## config.mk

```make
export PLATFORM = sky130hd
export DESIGN_NAME = shift_cmd_queue
export DESIGN_NICKNAME = d
export VERILOG_FILES = /design/src/rtl/shift_pkg.sv /design/src/rtl/shift_cmd_queue.sv
export SDC_FILE = /design/constraint.sdc
export NUM_CORES = 1
export LEC_CHECK = 0
export BUFFER_PORTS_ARGS = -buffer_cell sky130_fd_sc_hd__buf_4
export CAP_MARGIN = 30
export CORE_ASPECT_RATIO = 0.6
export CORE_MARGIN = 4
export CORE_UTILIZATION = 51
export DETAILED_ROUTE_END_ITERATION = 12
export PLACE_DENSITY = 0.75
export SYNTH_ARGS = -nofsm -noshare
export SYNTH_HDL_FRONTEND = slang
export SYNTH_SLANG_ARGS = --single-unit
```

## constraint.sdc

```tcl
create_clock -name clk -period 2 [get_ports clk]
set_input_delay 0.1 -clock clk [delete_from_list [all_inputs] [get_ports clk]]
set_output_delay 0.1 -clock clk [all_outputs]
set_load 0.05 [all_outputs]
```

## src/rtl/shift_pkg.sv

```systemverilog
// Shared definitions for the shift command path: default width, direction
// encoding and the packed {data, amt, dir} command bundle.
package shift_pkg;

    localparam int SHIFT_N = 8;
    localparam int AMT_W   = $clog2(SHIFT_N);
    localparam int CMD_W   = SHIFT_N + AMT_W + 1;

    localparam logic DIR_LEFT  = 1'b0;
    localparam logic DIR_RIGHT = 1'b1;

    typedef struct packed {
        logic [SHIFT_N-1:0] data;
        logic [AMT_W-1:0]   amt;
        logic               dir;
    } shift_cmd_t;

    // Packed command width for an arbitrary data width n.
    function automatic int cmd_width(input int n);
        return n + $clog2(n) + 1;
    endfunction

endpackage

```

## src/rtl/shift_cmd_queue.sv

```systemverilog
// DEPTH-entry FIFO of shift commands feeding a combinational barrel shifter;
// the head command is presented directly on sh_data/sh_amt/sh_dir.
module shift_cmd_queue
    import shift_pkg::*;
#(
    parameter int N     = SHIFT_N,
    parameter int DEPTH = 4
) (
    input  logic                     clk,
    input  logic                     rst_n,
    input  logic                     flush,
    input  logic                     in_valid,
    output logic                     in_ready,
    input  logic [N-1:0]             in_data,
    input  logic [$clog2(N)-1:0]     in_amt,
    input  logic                     in_dir,
    output logic                     sh_valid,
    input  logic                     sh_ready,
    output logic [N-1:0]             sh_data,
    output logic [$clog2(N)-1:0]     sh_amt,
    output logic                     sh_dir,
    output logic [$clog2(DEPTH):0]   count
);

    localparam int AW     = $clog2(N);
    localparam int PTR_W  = $clog2(DEPTH);
    localparam int CNT_W  = PTR_W + 1;
    localparam int CMD_BITS = cmd_width(N);

    logic [CMD_BITS-1:0] mem_q [DEPTH];
    logic [PTR_W-1:0]    rd_ptr_q, rd_ptr_d;
    logic [PTR_W-1:0]    wr_ptr_q, wr_ptr_d;
    logic [CNT_W-1:0]    count_q, count_d;
    logic [CMD_BITS-1:0] head;
    logic                push, pop;

    // Handshake: a transfer happens on a rising edge where valid and ready are
    // both high. in_ready/sh_valid depend only on registered occupancy, so a
    // pop never opens a slot for a push in the same cycle.
    assign in_ready = (count_q != CNT_W'(DEPTH));
    assign sh_valid = (count_q != '0);
    assign push     = in_valid & in_ready;
    assign pop      = sh_valid & sh_ready;

    always_comb begin
        rd_ptr_d = rd_ptr_q;
        wr_ptr_d = wr_ptr_q;
        count_d  = count_q;
        if (flush) begin
            rd_ptr_d = '0;
            wr_ptr_d = '0;
            count_d  = '0;
        end else begin
            if (push) wr_ptr_d = wr_ptr_q + PTR_W'(1);
            if (pop)  rd_ptr_d = rd_ptr_q + PTR_W'(1);
            if (push && !pop)      count_d = count_q + CNT_W'(1);
            else if (pop && !push) count_d = count_q - CNT_W'(1);
        end
    end

    always_ff @(posedge clk or negedge rst_n) begin
        if (!rst_n) begin
            rd_ptr_q <= '0;
            wr_ptr_q <= '0;
            count_q  <= '0;
        end else begin
            rd_ptr_q <= rd_ptr_d;
            wr_ptr_q <= wr_ptr_d;
            count_q  <= count_d;
        end
    end

    // Storage is deliberately left unreset; only occupancy makes it visible.
    always_ff @(posedge clk) begin
        if (push && !flush) mem_q[wr_ptr_q] <= {in_data, in_amt, in_dir};
    end

    assign head    = mem_q[rd_ptr_q];
    assign sh_data = sh_valid ? head[CMD_BITS-1 -: N] : '0;
    assign sh_amt  = sh_valid ? head[AW:1]            : '0;
    assign sh_dir  = sh_valid ? head[0]               : DIR_LEFT;
    assign count   = count_q;

endmodule

```

==> results of run 1 <==
layer usage:
layer  global-route usage [%]  up-vias  routed length, µm
met5                        0        -                  0
met4                     7.19        0                 55
met3                     4.76        4                218
met2                     31.4       36               2390
met1                     19.5      688               1920
li1                         -      644                  -
per-stage QoR:
stage / hold WS, ns / std cells / TNS [ns] / power, mW / area [µm²]
3_5_place_dp: -0.0805 / 238 / -0.0755 / 3.25 / 2800
5_1_grt: 0.0484 / 261 / -0.259 / 4.18 / 3110
4_1_cts: 0.0332 / 260 / -0.0141 / 3.92 / 3050
6_report: 0.0560 / 261 / -0.0263 / 4.01 / 3110
3_3_place_gp: -0.0838 / 238 / 0 / 3.18 / 2800
2_1_floorplan: -0.196 / 138 / -0.526 / 2.75 / 2440
cell usage after synthesis (all sizes together):
library cell,count
o21ai,2
mux2i,2
edfxtp,48
fa,1
nor4bb,1
dfrtp,7
inv,6
o211a,1
mux2,2
xor2,2
o311ai,1
or3,1
clkbuf,3
nor3,1
nor3b,1
nand3b,2
nor2,9
buf,6
a21bo,1
a21oi,2
nand3,2
o31ai,1
mux4,12
a311oi,1
o311a,1
and3,1
a211oi,1
and2,16
ha,4
flip-flops by register name (all words and copies together) (netlist names):
| register | cells |
|---|---|
| count | 3 |
| mem_q | 48 |
| rd_ptr_q | 2 |
| wr_ptr_q | 2 |
final cells by class:
cell class                 instances  share of cell area (%)
timing repair buffer              61                    17.8
clock buffer                       7                    2.78
sequential                        55                    52.1
multi-input combinational         68                    23.8
clock inverter                     1                   0.161
inverter                           6                   0.805
tap                               63                    2.54
power breakdown:
group / switching [mW] / internal [mW]
clock network: 0.328 / 0.280
logic: 1.16 / 0.827
registers: 0.0705 / 1.34
logic make-up after synthesis:
| group | Yosys count | synth area share (%) |
|---|---|---|
| adder cells (fa/ha/maj) | 5 | 2.92 |
| AO/OA/AOI/OAI | 11 | 3.65 |
| multiplexers | 16 | 13.7 |
| XOR/XNOR | 2 | 0.730 |
| buffers and inverters | 15 | 3.60 |
| flip-flops | 55 | 67.4 |
| AND/OR/NAND/NOR | 34 | 8.08 |
timing repair:
action	CTS	global route
hold buffers	13	0
endpoints found under the setup margin	13	7
buffers inserted	1	1
endpoints found under the hold margin	55	0
pin swaps	3	2
resized for setup	3	14
how the worst max path moves through the flow:
| stage | from | to | depth (start not counted) |
|---|---|---|---|
| 2_1_floorplan | count[0] | count[2] | 8 |
| 3_3_place_gp | count[1] | count[2] | 7 |
| 3_5_place_dp | count[1] | count[2] | 7 |
| 4_1_cts | count[1] | count[2] | 7 |
| 5_1_grt | count[1] | count[2] | 7 |
| 6_report | count[1] | count[2] | 7 |
worst max-delay path: stages, from the launching register on:
cell and delay, ns:
dfrtp_2 0.47, nor3b_4 0.25, inv_4 0.04, and3_4 0.15, fa_2 0.38, a21bo_2 0.22
a311oi_2 0.25, o311a_1 0.20
==> results.py, run 1 <==
metrics = {
    "floorplan": {
        "rows": 19,
        "die_y_um": 61.1,
        "io_pins": 34,
        "initial_core_util_pct": 52.6,
        "dieArea_mm2": 0.00590,
        "core_area_mm2": 0.00456,
        "die_w_um": 96.6,
    },
    "yosys": {
        "ys_types": 33,
        "synth_top_area_share_pct": 60.1,
        "syn_area_per_cell_um2": 17.4,
        "ys_ff_latch": 55,
        "yosysTopAreaCell": "edfxtp_1",
        "synthTopCellsByArea": "edfxtp_1 60%, mux4_2 7.5%, dfrtp_1 7.3%, mux4_1 4.4%, and2_1 4.2%",
        "syn_nets": 160,
        "synth_area_mm2": 0.00240,
        "synthCells": 138,
        "yosysSeqAreaShare_pct": 67.4,
        "ys_warn_count": 0,
    },
    "final_layout": {
        "n_fill_cell": 303,
        "final_common_cell": "edfxtp_1",
        "area_growth_pct": 29.5,
        "drive_gt1_share_pct": 39.4,
        "post-route-util_pct": 68.1,
        "fin_nets": 219,
        "final_cell_mix": "48 x edfxtp_1, 34 x buf_4, 16 x and2_1",
        "diodes": 0,
        "multi_input_area_um2": 741,
        "seq_area_mm2": 0.00162,
    },
    "worst_hold_path": {
        "hp-class": "in2reg",
        "hold_path_depth": 2,
        "min_from": "flush",
        "min_to": "wr_ptr_q[0]",
    },
    "drt": {
        "firstDrtPassIters": 4,
        "drt_iter0_drc": 88,
        "antenna_left": 0,
        "drc_errors": 0,
        "vias_per_cell": 5.26,
        "wl_um": 4580,
        "vias": 1372,
        "post_drt_wl_per_cell_um": 17.6,
    },
    "setup_path": {
        "r2r_start": "count[1]",
        "critPathArrivalTime_ns": 2.26,
        "path_max_fanout": 6,
        "worstSetupPathType": "reg2reg",
        "crit_required_ns": 2.24,
        "rr_endpoint": "count[2]",
        "cp-start-kind": "flip-flop",
        "r2r_setup_slack_ns": -0.03,
        "end_kind": "flip-flop",
        "worstRegToRegCells": 7,
    },
    "clocking": {
        "clkTransAtPathRegs_ns": 0.09,
        "clock_latency_ns": 0.30,
        "cts_buffers": 5,
        "cts_sinks": 55,
        "cts_tree": "done",
        "htreeDepth": 2,
        "clock_path_buffers": 2,
        "cts_root_buf": "clkbuf_8",
    },
    "sta": {
        "relSlewSlack_pct": 67.9,
        "min_period_ns": 2.03,
        "fmaxAchievable_mhz": 494,
        "timing.final.crit_share_pct": 101,
        "worst_pin_slew_ns": 0.476,
        "hold_violations": 0,
        "fin_ws_ns": -0.0263,
        "finClkSkew_ns": 0.00857,
        "setup_viol": 1,
        "rsz0062_at_grt": "true",
        "slew_viol_final": 0,
    },
    "place": {
        "port_buffers": 33,
        "dp_hpwl_um": 3180,
        "dp_slack_ns": -0.0755,
        "place.gp.congestion": 0.743,
    },
    "grt": {
        "grt_pass1_vias": 1423,
        "grt_pass1_wl_um": 7060,
        "antenna_found_initial": 0,
        "grt_use_total_pct": 17.2,
        "grt-ovfl-total": 0,
        "grt_max_degree": 17,
    },
    "run_status": {
        "violations": "setup timing",
        "status": "complete, but fails checks",
    },
    "flow_run": {
        "drv_cap": 0,
    },
    "power_and_ir_drop": {
        "power.leakage_nw": 1.16,
        "worst_ir_drop_vdd_mv": 0.681,
        "powerDensity_mw_per_mm2": 1290,
    },
}
Note: power is estimated with default switching activity, not from simulation.
==> inputs of run 2 (changes only) <==
- BUFFER_PORTS_ARGS: -buffer_cell sky130_fd_sc_hd__buf_4 -> -buffer_cell sky130_fd_sc_hd__buf_2
==> run 2 against run 1 <==
Net effect: the flow now finishes without violations; routed wire length decreased by 6.0%; clock-buffer cell count unchanged; register-to-register slack improved by 0.04 ns; sequential share of layout area increased by 4.6 points; sequential power about the same; fmax increased by 2.1%; power decreased by 6.9%; clock power decreased by 7.4%.
==> results.py, run 2 (same netlist as run 1, synthesis figures left out) <==
metrics = {
    "power_and_ir_drop": {
        "finalPower_mw": 3.73,
        "power.leakage_nw": 1.08,
        "powerDensity_mw_per_mm2": 1310,
        "worst_ir_drop_vdd_mv": 0.553,
    },
    "final_layout": {
        "n_fill_cell": 333,
        "largest_reg_flops": 48,
        "diodes": 0,
        "final_cell_mix": "48 x edfxtp_1, 33 x buf_2, 16 x and2_1",
        "regMostFlops": "mem_q",
        "drive_gt1_share_pct": 41.2,
        "multi_input_area_um2": 744,
        "design_area_mm2": 0.00286,
        "final_common_cell": "edfxtp_1",
        "fin_nets": 208,
        "seq_area_mm2": 0.00162,
        "area_growth_pct": 19.1,
    },
    "setup_path": {
        "path_max_fanout": 9,
        "cpMaxStageDelayCell": "dfrtp_2",
        "worstSetupPathType": "reg2reg",
        "crit_chain": "buf_4 -> o31ai_4 -> and3_4 -> fa_2 -> nand3b_1 -> a311oi_2 -> o311a_1",
        "crit_required_ns": 2.24,
        "r2r_setup_slack_ns": 0.02,
        "max_stage_delay_ns": 0.43,
        "critPathArrivalTime_ns": 2.23,
        "rr_endpoint": "count[2]",
        "worstRegToRegCells": 7,
        "end_kind": "flip-flop",
        "path_delay_family": "compound AO/OA/AOI/OAI gates",
        "r2r_start": "count[0]",
        "critPathBufInv": 1,
        "cp-start-kind": "flip-flop",
    },
    "sta": {
        "relSlewSlack_pct": 74.7,
        "fmaxAchievable_mhz": 504,
        "timing.final.crit_share_pct": 99.2,
        "worst_pin_slew_ns": 0.375,
        "slew_viol_final": 0,
        "hold_violations": 0,
        "min_period_ns": 1.98,
        "finClkSkew_ns": 0.00546,
        "setup_viol": 0,
        "rsz0062_at_grt": "true",
    },
    "clocking": {
        "clock_path_buffers": 2,
        "clock_latency_ns": 0.30,
        "cts_sinks": 55,
        "htreeDepth": 2,
        "cts_root_buf": "clkbuf_8",
        "clkTransAtPathRegs_ns": 0.09,
        "cts_tree": "done",
        "cts_buffers": 5,
    },
    "floorplan": {
        "io_pins": 34,
        "initial_core_util_pct": 52.6,
        "dieArea_mm2": 0.00590,
        "rows": 19,
        "die_w_um": 96.6,
        "die_y_um": 61.1,
        "core_area_mm2": 0.00456,
    },
    "grt": {
        "antenna_found_initial": 0,
        "grt_max_degree": 16,
        "grt_pass1_wl_um": 6760,
        "grt-ovfl-total": 0,
        "grt_pass1_vias": 1338,
        "grt_use_total_pct": 16.5,
    },
    "drt": {
        "wl_um": 4310,
        "vias_per_cell": 5.24,
        "drt_iter0_drc": 57,
        "firstDrtPassIters": 4,
        "drc_errors": 0,
        "vias": 1310,
        "antenna_left": 0,
        "post_drt_wl_per_cell_um": 17.2,
    },
    "place": {
        "place.gp.congestion": 0.779,
        "place_area_mm2": 0.00272,
        "port_buffers": 33,
        "dp_hpwl_um": 2960,
    },
    "worst_hold_path": {
        "min_from": "in_data[6]",
        "min_to": "mem_q[3][10]",
        "hp-class": "in2reg",
        "hold_path_depth": 1,
    },
    "flow_run": {
        "drv_cap": 0,
    },
    "run_status": {
        "status": "complete, no violations",
    },
}
==> run 2: cell types whose count changed in the layout (fill, tap and decap cells not counted), moves of 12 or more <==
cell,previous run,this run
buf_2,0,33
buf_4,34,15
buf_6,13,0
dlygate4sd3_1,13,1
==> run 2: worst max-delay path by stage <==
stage,start,endpoint,cells past startpoint
after floorplan,count[0],count[2],8
after global placement,count[1],count[2],7
after detailed placement,count[0],count[2],7
after CTS,count[1],count[2],7
after global routing,count[0],count[2],7
final,count[0],count[2],7
==> run 2: power breakdown <==
| group | internal, mW | switching [mW] | leakage (nW) |
|---|---|---|---|
| clock network | 0.246 | 0.317 | 0.0422 |
| logic | 0.630 | 1.15 | 0.508 |
| registers | 1.34 | 0.0490 | 0.525 |
| total | 2.21 | 1.52 | 1.08 |
==> run 2: cell type report <==
class / instances / area share [%]
well taps: 63 / 2.76
repair buffers: 50 / 10.8
multi-input cells: 68 / 26.1
flip-flops and latches: 55 / 56.7
inverters: 6 / 0.876
clock inverters: 1 / 0.175
clock buffers: 7 / 2.67
==> run 2: worst register-to-register path: stages (launching register included) <==
cell and delay, ns:
dfrtp_2 0.43, buf_4 0.18, o31ai_4 0.25, and3_4 0.21, fa_2 0.24, nand3b_1 0.13, a311oi_2 0.30, o311a_1 0.19
==> run 2: layer usage <==
layer,vias to the layer above,global-route usage [%],share of wire (%)
met5,-,0,0
met4,0,6.59,1.5
met3,7,4.27,5.5
met2,36,28.2,51
met1,648,20.7,42
li1,619,-,-
==> run 2: what timing repair did <==
action | in CTS | in global routing
setup endpoints to repair | 13 | 10
endpoints found under the hold margin | 7 | 0
resized for setup | 4 | 0
pin swaps | 3 | 4
buffers inserted | 2 | 1
hold buffers | 1 | 0
==> run 2: per-stage QoR <==
stage / std cells / hold WS, ns / setup TNS, ns / worst slack, ns / util (%)
finish: 250 / 0.00993 / 0 / 0.0151 / 62.6
global placement: 238 / -0.0601 / 0 / 0.0494 / 59.6
global route: 250 / 0.00715 / -0.0590 / -0.0305 / 62.6
CTS: 249 / 0.00178 / -0.0206 / -0.0206 / 62.4
floorplan: 138 / -0.196 / -0.526 / -0.326 / -
detailed placement: 238 / -0.0565 / -0.0853 / -0.0853 / 59.6
==> inputs of run 3 (changes only) <==
- CORE_ASPECT_RATIO: 0.6 -> unset
- CORE_UTILIZATION: 51 -> 45
- PLACE_DENSITY: 0.75 -> 0.68
==> run 3 against run 2 <==
Net effect: clock-buffer cell count fell by 1; power fell by 1.8%; cell count rose by 4.0%; sequential share of layout area fell by 0.79 points; cell area rose by 1.5%; critical endpoint unchanged; largest power group unchanged.
==> results.py, run 3 (same netlist as run 1, synthesis figures left out) <==
metrics = {
    "run_status": {
        "status": "complete, no violations",
    },
    "place": {
        "place.gp.congestion": 0.847,
        "dp_hpwl_um": 3100,
        "placed_cells": 247,
        "port_buffers": 33,
    },
    "sta": {
        "worst_pin_slew_ns": 0.476,
        "hold_ws_ns": 0.00673,
        "rsz0062_at_grt": "true",
        "hold_violations": 0,
        "slew_viol_final": 0,
        "timing.final.crit_share_pct": 98.7,
        "relSlewSlack_pct": 67.8,
        "min_period_ns": 1.97,
        "finClkSkew_ns": 0.00757,
        "setup_viol": 0,
        "fmaxAchievable_mhz": 507,
    },
    "grt": {
        "grt-ovfl-total": 0,
        "antenna_found_initial": 0,
        "grt_max_degree": 16,
        "grt_pass1_vias": 1373,
        "grt_pass1_wl_um": 6800,
        "grt_use_total_pct": 14.2,
    },
    "setup_path": {
        "worstSetupPathType": "reg2reg",
        "path_max_fanout": 5,
        "crit_required_ns": 2.24,
        "cp-start-kind": "flip-flop",
        "critPathArrivalTime_ns": 2.21,
        "end_kind": "flip-flop",
    },
    "clocking": {
        "cts_buffers": 5,
        "htreeDepth": 2,
        "clock_path_buffers": 2,
        "cts_tree": "done",
        "cts_sinks": 55,
        "cts_root_buf": "clkbuf_8",
        "clkTransAtPathRegs_ns": 0.09,
        "clock_latency_ns": 0.30,
    },
    "floorplan": {
        "initial_core_util_pct": 46.7,
        "rows": 26,
        "io_pins": 34,
        "die_y_um": 81.0,
        "dieArea_mm2": 0.00657,
        "core_area_mm2": 0.00514,
        "die_w_um": 81.0,
    },
    "final_layout": {
        "final_cell_mix": "48 x edfxtp_1, 33 x buf_2, 16 x and2_1",
        "area_growth_pct": 20.9,
        "largest_reg_flops": 48,
        "regMostFlops": "mem_q",
        "diodes": 0,
        "final_common_cell": "edfxtp_1",
        "drive_gt1_share_pct": 40.5,
        "final_cells": 260,
        "fin_nets": 211,
    },
    "drt": {
        "vias_per_cell": 5.09,
        "drc_errors": 0,
        "firstDrtPassIters": 4,
        "drt_iter0_drc": 81,
        "post_drt_wl_per_cell_um": 16.2,
        "antenna_left": 0,
        "vias": 1323,
        "wl_um": 4210,
    },
    "power_and_ir_drop": {
        "powerDensity_mw_per_mm2": 1260,
        "power.leakage_nw": 1.09,
        "worst_ir_drop_vdd_mv": 0.711,
    },
    "worst_hold_path": {
        "hp-class": "in2reg",
    },
    "flow_run": {
        "drv_cap": 0,
    },
}
[run 3: through the flow]
step                      setup TNS (ns)  cell area (µm²)  setup slack [ns]  power, mW  utilization [%]
after CTS                       -0.00671             2870          -0.00671       3.68             55.9
after global routing             -0.0763             2900           -0.0763       3.88             56.4
after detailed placement         -0.0468             2760           -0.0468       3.10             53.6
after global placement                 0             2760           0.00512       3.07             53.6
final                                  0             2900            0.0266       3.67             56.4
after floorplan                   -0.526             2440            -0.326       2.75                -
[run 3: path summary, 6_finish.rpt]
kind | from | endpoint | slack, ns | cells past startpoint
min in group asynchronous | rst_n | count[2] | 0.15 | 2
max in group asynchronous | rst_n | count[0] | 1.66 | 2
min | in_data[5] | mem_q[1][9] | 0.007 | 1
min reg2reg | wr_ptr_q[0] | wr_ptr_q[0] | 0.61 | 2
max | count[0] | count[2] | 0.03 | 7
max reg2reg | count[0] | count[2] | 0.03 | 7
[run 3: layout make-up]
cell class                      count  area [µm²]
Fill cell                         439        2240
Sequential cell                    55        1620
Tap cell                           70        87.6
Timing Repair Buffer               53         350
Inverter                            6        25.0
Clock inverter                      2        7.51
Multi-Input combinational cell     68         736
Clock buffer                        6        72.6
[run 3: where the power goes]
group	total [mW]	switching (mW)	internal, mW
clock	0.562	0.323	0.239
combinational	1.71	1.11	0.607
sequential	1.39	0.0486	1.34
[run 3: timing repair]
action | in CTS | in global routing
pin swaps | 3 | 1
setup endpoints to repair | 13 | 9
endpoints found under the hold margin | 15 | 4
gates resized for setup | 2 | 2
setup buffers | 0 | 1
hold buffers | 3 | 1
[run 3: per-layer routing]
| layer | vias to the layer above | GRT usage (%) | wire [µm] |
|---|---|---|---|
| li1 | 630 | - | - |
| met1 | 653 | 17.2 | 1770 |
| met2 | 34 | 24.2 | 2170 |
| met3 | 6 | 3.66 | 219 |
| met4 | 0 | 5.41 | 53 |
| met5 | - | 0 | 0 |
[run 3: critical path, cell delays in order (launching register included)]
cell	delay, ns
dfrtp_2	0.43
nor3b_4	0.28
inv_4	0.05
and3_4	0.15
fa_2	0.37
a21bo_2	0.21
a311oi_2	0.23
o311a_1	0.20
